File: src/rtl/instr_fetch_rv.sv
// Instruction fetch unit for the RV32I core.
// It fetches one word at a time over a req/ack handshake and holds it for the
// decoder until the pipeline marks it taken. It then computes the next PC from
// the decoder's next-PC source and halts on an illegal instruction or on a
// misaligned target.
module instr_fetch_rv #(
    parameter logic [31:0] RESET_PC = 32'h0000_0000
) (
    input  logic        clk,
    input  logic        rst_n,
    output logic [31:0] imem_addr,
    output logic        imem_req,
    input  logic        imem_ack,
    input  logic [31:0] imem_data,
    output logic [31:0] instr,
    output logic [31:0] pc,
    output logic        instr_valid,
    input  logic        instr_taken,
    input  logic        illegal_n,
    input  logic [1:0]  next_pc_src,
    input  logic [19:0] next_pc_imm20,
    input  logic [11:0] next_pc_imm12,
    input  logic [31:0] jalr_base,
    input  logic        alu_result0,
    input  logic        branch_inverted,
    output logic        halted,
    output logic [1:0]  halt_cause
);

    // Next-PC source encoding shared with the decoder
    localparam logic [1:0] NEXT_PC_SRC_SEQ    = 2'd0;
    localparam logic [1:0] NEXT_PC_SRC_JAL    = 2'd1;
    localparam logic [1:0] NEXT_PC_SRC_BRANCH = 2'd2;
    localparam logic [1:0] NEXT_PC_SRC_JALR   = 2'd3;

    localparam logic [1:0] HALT_NONE       = 2'd0;
    localparam logic [1:0] HALT_ILLEGAL    = 2'd1;
    localparam logic [1:0] HALT_MISALIGNED = 2'd2;

    localparam logic [31:0] NOP = 32'h0000_0013;

    typedef enum logic [1:0] {
        S_FETCH,
        S_ISSUE,
        S_HALT
    } state_t;

    state_t      state;
    logic [31:0] jal_offset;
    logic [31:0] branch_offset;
    logic [31:0] jalr_sum;
    logic        branch_taken;
    logic [31:0] next_pc;

    // The fetch address is always the current PC; it is stable while a request is open
    assign imem_addr = pc;

    // Next PC for the instruction currently held, all arithmetic wraps modulo 2^32
    always_comb begin
        jal_offset    = {{11{next_pc_imm20[19]}}, next_pc_imm20, 1'b0};
        branch_offset = {{19{next_pc_imm12[11]}}, next_pc_imm12, 1'b0};
        jalr_sum      = jalr_base + {{20{next_pc_imm12[11]}}, next_pc_imm12};
        branch_taken  = alu_result0 ^ branch_inverted;
        next_pc       = pc + 32'd4;
        case (next_pc_src)
            NEXT_PC_SRC_SEQ:    next_pc = pc + 32'd4;
            NEXT_PC_SRC_JAL:    next_pc = pc + jal_offset;
            NEXT_PC_SRC_BRANCH: next_pc = branch_taken ? (pc + branch_offset) : (pc + 32'd4);
            NEXT_PC_SRC_JALR:   next_pc = jalr_sum & 32'hFFFF_FFFE;
            default:            next_pc = pc + 32'd4;
        endcase
    end

    // Fetch/issue/halt sequencing with every output registered
    always_ff @(posedge clk or negedge rst_n) begin
        if (!rst_n) begin
            state       <= S_FETCH;
            pc          <= RESET_PC;
            instr       <= NOP;
            instr_valid <= 1'b0;
            imem_req    <= 1'b0;
            halted      <= 1'b0;
            halt_cause  <= HALT_NONE;
        end else begin
            case (state)
                S_FETCH: begin
                    if (!imem_req) begin
                        imem_req <= 1'b1;
                    end else if (imem_ack) begin
                        instr       <= imem_data;
                        instr_valid <= 1'b1;
                        imem_req    <= 1'b0;
                        state       <= S_ISSUE;
                    end
                end
                S_ISSUE: begin
                    if (!illegal_n) begin
                        halted      <= 1'b1;
                        halt_cause  <= HALT_ILLEGAL;
                        instr_valid <= 1'b0;
                        state       <= S_HALT;
                    end else if (instr_taken) begin
                        pc          <= next_pc;
                        instr_valid <= 1'b0;
                        if (next_pc[1:0] != 2'b00) begin
                            halted     <= 1'b1;
                            halt_cause <= HALT_MISALIGNED;
                            state      <= S_HALT;
                        end else begin
                            imem_req <= 1'b1;
                            state    <= S_FETCH;
                        end
                    end
                end
                default: begin
                    imem_req    <= 1'b0;
                    instr_valid <= 1'b0;
                end
            endcase
        end
    end

endmodule

File: config.mk
export PLATFORM = sky130hd
export DESIGN_NAME = instr_fetch_rv
export DESIGN_NICKNAME = d
export VERILOG_FILES = /design/src/rtl/instr_fetch_rv.sv
export SDC_FILE = /design/constraint.sdc
export NUM_CORES = 1
export LEC_CHECK = 0
export ABC_AREA = 1
export ABC_CLOCK_PERIOD_IN_PS = 3000
export CAP_MARGIN = 20
export CORE_ASPECT_RATIO = 0.7
export CORE_MARGIN = 4
export CORE_UTILIZATION = 35
export DETAILED_ROUTE_END_ITERATION = 6
export PLACE_DENSITY = 0.61
export SYNTH_ARGS = -nofsm -noshare
export SYNTH_HDL_FRONTEND = slang
export SYNTH_SLANG_ARGS = --single-unit
File: constraint.sdc
create_clock -name clk -period 3 [get_ports clk]
set_clock_uncertainty 0.2 [all_clocks]
set_input_delay 0.6 -clock clk [delete_from_list [all_inputs] [get_ports clk]]
set_output_delay 0.6 -clock clk [all_outputs]
set_load 0.05 [all_outputs]
==> reports/metrics.yaml, run 1 <==
r2r_end: "imem_addr[13]$_DFFE_PN0P_"
grt_pass1_wl_um: 79200
final_cell_mix: "nand2_1, inv_1, buf_4"
syn_area_um2: 11400
status: "finished, final reports clean"
die_w_um: 224
dr.pass1.iters: 6
cts_root_buffer: "clkbuf_16"
dpl.hpwl_um: 45300
slew_headroom_pct: 52.2
crit_slowest_cell: "clkdlybuf4s50_1"
die_h_um: 159
routed_wirelength_um: 52900
n_fill_cell: 3325
fin_crit_sh_pct: 97.5
multiInputGateArea_um2: 8160
crit_arrival_ns: 2.95
ys_types: 43
port_buffers: 205
cp_max_fo: 4
clock-sinks: 71
route.antenna.remaining_nets: 0
wl_per_cell_um: 17.7
numCtsBuffers: 9
synth_enable_flop_cells: 0
drc: 0
path_buf_inv: 3
vias: 14974
syn2layout_area_growth_pct: 43.8
grt_pass1_vias: 13559
grt_overflow: 0
report.final.slew_viol_count: 0
final-hold-violation-count: 0
antenna_cells: 0
startpoint: "next_pc_imm20[0]"
crit_chain: "clkdlybuf4s50_1 -> ha_2 -> inv_1 -> fa_1 -> inv_2 -> nand3_1 -> nand3_2 -> nand2_1 -> nand3_1 -> a21oi_1 -> o21ai_0 -> o21ai_1 -> nor2_1 -> o21ai_1"
synth_warnings: 0
ys_seq_area_share_pct: 15.6
vdd_drop_max_uv: 240
drt_first_iter_violations: 1723
coreArea_um2: 31600
p_leak_nw: 9.24
synth_flop_cell: "dfrtp_1"
drive_gt1_share_pct: 15.1
grt_max_degree: 72
start_kind: "input port"
setup_violations: 0
cts_tree: "built"
clock_latency_ns: 0.35
final_common_cell: "nand2_1"
syn-num-nets: 2317
required_ns: 3.02
clock.fmax_mhz: 342
rr_startpoint: "imem_addr[1]$_DFFE_PN0P_"
crit_cells: 14
clkTransAtPathRegs_ns: 0.07
crit_type: "in -> reg"
start_util_pct: 36.0
rows: 54
async_reset_ff_share_pct: 100
crit_path_end: "imem_addr[13]$_DFFE_PN0P_"
slowest_delay_ns: 0.50
r2r_setup_slack_ns: 0.17
pin_count: 206
drv_cap: 0
endpoint_kind: "register"
postCtsHoldBufs: 0
tightestPinTransition_ns: 0.717
num-nets-final: 2762
grt_antenna_before_repair: 0
fp.dieArea_um2: 35500
power_w: 0.00489
post-route-util_pct: 51.8
power.density_nw_per_um2: 299
grt.total_usage_pct: 28.5
synth_cells: 2118
r2r.worst_path.cells: 13
cp_top_family: "buffers and inverters"
ys_seq_elements: 71
hp-class: "in -> async"
viasPerCell: 5.01
cts_buffer_depth: 2
seq_area_um2: 1780
cts_htree_levels: 3
syn_area_per_cell_um2: 5.37
final.min_clock_period_ns: 2.93
place_congestion: 1.01
metal layers:
layer  track usage [%]  share of wire [%]  up-vias
li1                  -                  -     7481
met1              45.8                 49     6779
met2              38.0                 37      671
met3              7.33                 12       43
met4              4.23                1.3        0
met5                 0                  0        -
state kept, by name, summed over array words and instances (netlist names):
register	count
imem_addr	32
imem_req	1
halted	1
instr_valid	1
instr	32
halt_cause	2
state	2
through the flow:
| step | setup WS (ns) | cells | cell area [um^2] | hold slack (ns) | TNS (ns) |
|---|---|---|---|---|---|
| global route | -0.0204 | 2988 | 16400 | 0.118 | -0.0204 |
| detailed placement | -0.517 | 2968 | 15800 | 0.257 | -6.61 |
| global placement | -0.515 | 2968 | 15800 | 0.251 | -5.66 |
| CTS | 0.0114 | 2984 | 16100 | 0.0942 | 0 |
| floorplan | 0.353 | 2118 | 11400 | 0.104 | 0 |
| finish | 0.0743 | 2988 | 16400 | 0.0875 | 0 |
power breakdown:
group | internal [W] | total [W] | leakage [nW] | switching, W
Clock | 0.000671 | 0.00113 | 0.149 | 0.000462
Sequential | 0.000983 | 0.00107 | 0.934 | 0.0000899
Combinational | 0.00110 | 0.00269 | 8.15 | 0.00158
Total | 0.00276 | 0.00489 | 9.24 | 0.00213
how the worst min path moves through the flow:
stage	to	slack, ns
floorplan	halt_cause[0]$_DFFE_PN0P_	0.10
global placement	instr[1]$_DFFE_PN1P_	0.25
detailed placement	instr[4]$_DFFE_PN1P_	0.26
CTS	halt_cause[0]$_DFFE_PN0P_	0.09
global route	instr[24]$_DFFE_PN0P_	0.12
finish	halt_cause[0]$_DFFE_PN0P_	0.09
what timing repair did:
item                       CTS  global route
resized for setup            5            57
setup buffers                0             4
setup endpoints to repair    3            20
hold endpoints to repair     0             0
pin swaps                    0             7
synth_stat cells, drive strengths merged (18+ instances only):
master	instances	area, um^2
nand4	18	113
xor2	18	158
inv	347	1300
dfrtp	68	1700
ha	91	1140
clkbuf	18	67.6
nand3	160	801
a21oi	127	636
nand2	882	3330
nor2	180	722
buf	41	285
nor3	31	170
o21ai	60	300
cell type report:
type	instances	share of cell area (%)
Clock buffer	10	1.46
Clock inverter	6	0.420
Inverter	349	8.00
Multi-Input combinational cell	1639	49.8
Sequential cell	71	10.9
Tap cell	420	3.21
Timing Repair Buffer	493	26.2
logic make-up (layout without fill, tap and decap cells):
kind of cell	count (synthesis)	after routing	share of synthesized area, %
buffers and inverters	408	858	14.6
DFF	71	71	15.6
adders and majority gates	94	94	10.5
and+or+nand+nor	1301	1301	46.9
xor gates and xnor gates	26	26	2.00
AOI/OAI and AO/OA	218	218	10.3
Power figures use the tool's default switching activity.
==> run 2, diff against run 1 <==
--- a/config.mk
+++ b/config.mk
@@ -6,12 +6,13 @@
 export NUM_CORES = 1
 export LEC_CHECK = 0
 export ABC_AREA = 1
-export ABC_CLOCK_PERIOD_IN_PS = 3000
+export ABC_CLOCK_PERIOD_IN_PS = 2910
 export CAP_MARGIN = 20
 export CORE_ASPECT_RATIO = 0.7
 export CORE_MARGIN = 4
 export CORE_UTILIZATION = 35
 export DETAILED_ROUTE_END_ITERATION = 6
+export GPL_ROUTABILITY_DRIVEN = 0
 export PLACE_DENSITY = 0.61
 export SYNTH_ARGS = -nofsm -noshare
 export SYNTH_HDL_FRONTEND = slang
==> constraint.sdc (replaced) <==
create_clock -name clk -period 2.91 [get_ports clk]
set_clock_uncertainty 0.2 [all_clocks]
set_input_delay 0.582 -clock clk [delete_from_list [all_inputs] [get_ports clk]]
set_output_delay 0.582 -clock clk [all_outputs]
set_load 0.05 [all_outputs]
==> run 2 against run 1 <==
Against the previous run:
- core utilization about the same
- worst setup slack worse by 0.067 ns
- register-to-register slack got worse by 0.08 ns
- first-iteration DRC count decreased by 11%
- design area barely moved
- power rose by 0.92%
- clock power shrank 4%
- sequential share of layout area about the same
- hold slack lost 0.029 ns
- global-route usage fell by 1.3 points
==> reports/metrics.yaml, run 2 (synthesis gave the netlist of run 1 again) <==
n_fill_cell: 3281  # -1.3%
rr_startpoint: "imem_addr[9]$_DFFE_PN0P_"
cts_tree: "built"
r2r_setup_slack_ns: 0.09  # -0.08 ns
post-route-util_pct: 51.7  # about the same
route.antenna.remaining_nets: 0  # unchanged
final.min_clock_period_ns: 2.90
start_util_pct: 36.0  # unchanged
dpl.hpwl_um: 42800  # -5.5%
report.final.slew_viol_count: 0  # unchanged
clock_latency_ns: 0.35  # about the same
syn2layout_area_growth_pct: 43.7  # about the same
drt_first_iter_violations: 1536  # -11%
pre_cts_slack_ns: -0.505  # +0.0117 ns
die_w_um: 224  # unchanged
setup_ws_ns: 0.00748  # -0.0668 ns
drive_gt1_share_pct: 15.0  # -0.060 points
crit_type: "reg -> out"
clock-sinks: 71  # unchanged
tightestPinTransition_ns: 0.570  # -0.148 ns
setup_violations: 0  # unchanged
cts_htree_levels: 3  # unchanged
wl_per_cell_um: 16.8  # -5.1%
final-instance-count-excl-fill: 2986  # -0.067%
viasPerCell: 4.97  # -0.74%
cp_top_family: "buffers and inverters"
clkTransAtPathRegs_ns: 0.07  # about the same
crit_chain: "buf_4 -> clkdlybuf4s50_1"
final_cell_mix: "nand2_1, inv_1, buf_4"
cts_buffer_depth: 2  # unchanged
slowest_delay_ns: 0.82  # +0.32 ns
vias: 14853  # -0.81%
fp.dieArea_um2: 35500  # unchanged
r2r_end: "imem_addr[10]$_DFFE_PN0P_"
start_kind: "register"
routed_wirelength_um: 50200  # -5.1%
r2r.worst_path.cells: 9  # -4
multiInputGateArea_um2: 8190  # +0.40%
dpl.cell_count: 2966  # -0.067%
endpoint_kind: "output port"
cts_root_buffer: "clkbuf_16"
status: "finished, final reports clean"
grt_setup_unrepaired: "yes"
grt.total_usage_pct: 27.1  # -1.3 points
cp_max_fo: 6  # +2
coreArea_um2: 31600  # unchanged
port_buffers: 205  # unchanged
clock.fmax_mhz: 345
rows: 54  # unchanged
drv_cap: 0  # unchanged
crit_slowest_cell: "clkdlybuf4s50_1"
dr.pass1.iters: 6  # unchanged
required_ns: 2.13  # -0.89 ns
fin_crit_sh_pct: 99.7
p_leak_nw: 9.21  # -0.34%
seq_area_um2: 1790  # +0.28%
pin_count: 206  # unchanged
grt_antenna_before_repair: 3  # +3
final-hold-violation-count: 0  # unchanged
grt_pass1_wl_um: 76700  # -3.2%
final_common_cell: "nand2_1"
drc: 0  # unchanged
grt_overflow: 0  # unchanged
power.density_nw_per_um2: 302  # +1.0%
num-nets-final: 2759  # -0.11%
path_buf_inv: 2  # -1
vdd_drop_max_uv: 290  # +21%
die_h_um: 159  # unchanged
crit_arrival_ns: 2.12  # -0.83 ns
grt_max_degree: 72  # unchanged
grt_pass1_vias: 13463  # -0.71%
slew_headroom_pct: 61.6  # +9.4 points
numCtsBuffers: 9  # unchanged
hp-class: "in -> async"
==> run 2: cell types whose count changed in the layout (fill, tap and decap cells not counted), moves of 3 or more <==
cell	previous run	this run
dfrtp_1	68	64
dfrtp_2	0	4
ha_1	84	80
ha_4	4	8
buf_4	282	279
o21ai_0	46	49
o21ai_1	12	9
==> run 2: layout make-up <==
class	instances	area share (%)
flip-flops and latches	71	10.9
clock inverters	7	0.344
well taps	420	3.21
diodes	1	0.0153
inverters	349	8.01
clock buffers	9	1.38
multi-input cells	1639	50.1
repair buffers	490	26.1
==> run 2: through the flow <==
step                TNS, ns  instance area [um^2]  hold slack [ns]  power [W]
floorplan                 0                 11400           0.0864    0.00247
global placement      -7.13                 15800            0.249    0.00371
detailed placement    -7.84                 15800            0.257    0.00373
CTS                       0                 16100           0.0796    0.00483
global route         -0.152                 16400           0.0904    0.00524
finish                    0                 16400           0.0580    0.00494
==> run 2: what timing repair did <==
action,4_1_cts,5_1_grt
setup buffers,0,3
endpoints found under the setup margin,6,23
gates resized for setup,6,56
hold endpoints to repair,0,0
pin swaps,1,2
cloned,0,0
hold buffers,0,0
==> run 2: worst max path at each step <==
stage / slack (ns) / cells after the start / from / end
global route: -0.04 / 16 / next_pc_imm20[1] / imem_addr[14]$_DFFE_PN0P_
floorplan: 0.26 / 16 / imem_addr[1]$_DFFE_PN0P_ / imem_addr[17]$_DFFE_PN0P_
global placement: -0.51 / 17 / next_pc_imm12[0] / imem_addr[23]$_DFFE_PN0P_
finish: 0.007 / 2 / imem_addr[5]$_DFFE_PN0P_ / imem_addr[5]
CTS: 0.004 / 16 / next_pc_imm12[0] / imem_addr[29]$_DFFE_PN0P_
detailed placement: -0.51 / 17 / next_pc_imm12[0] / imem_addr[23]$_DFFE_PN0P_
==> run 2: power breakdown <==
| part | switching, W | internal [W] |
|---|---|---|
| registers | 0.0000905 | 0.00101 |
| clock network | 0.000492 | 0.000588 |
| logic | 0.00160 | 0.00115 |
| total | 0.00219 | 0.00275 |
==> run 2: per-layer routing <==
layer | wire length, um | vias to the layer above | GRT usage [%] | part of all wire [%]
met3 | 6400 | 42 | 7.24 | 13
met2 | 19300 | 705 | 37.3 | 39
met5 | 51 | - | 0.806 | 0.10
li1 | - | 7493 | - | -
met4 | 606 | 6 | 4.17 | 1.2
met1 | 23800 | 6607 | 42.4 | 47
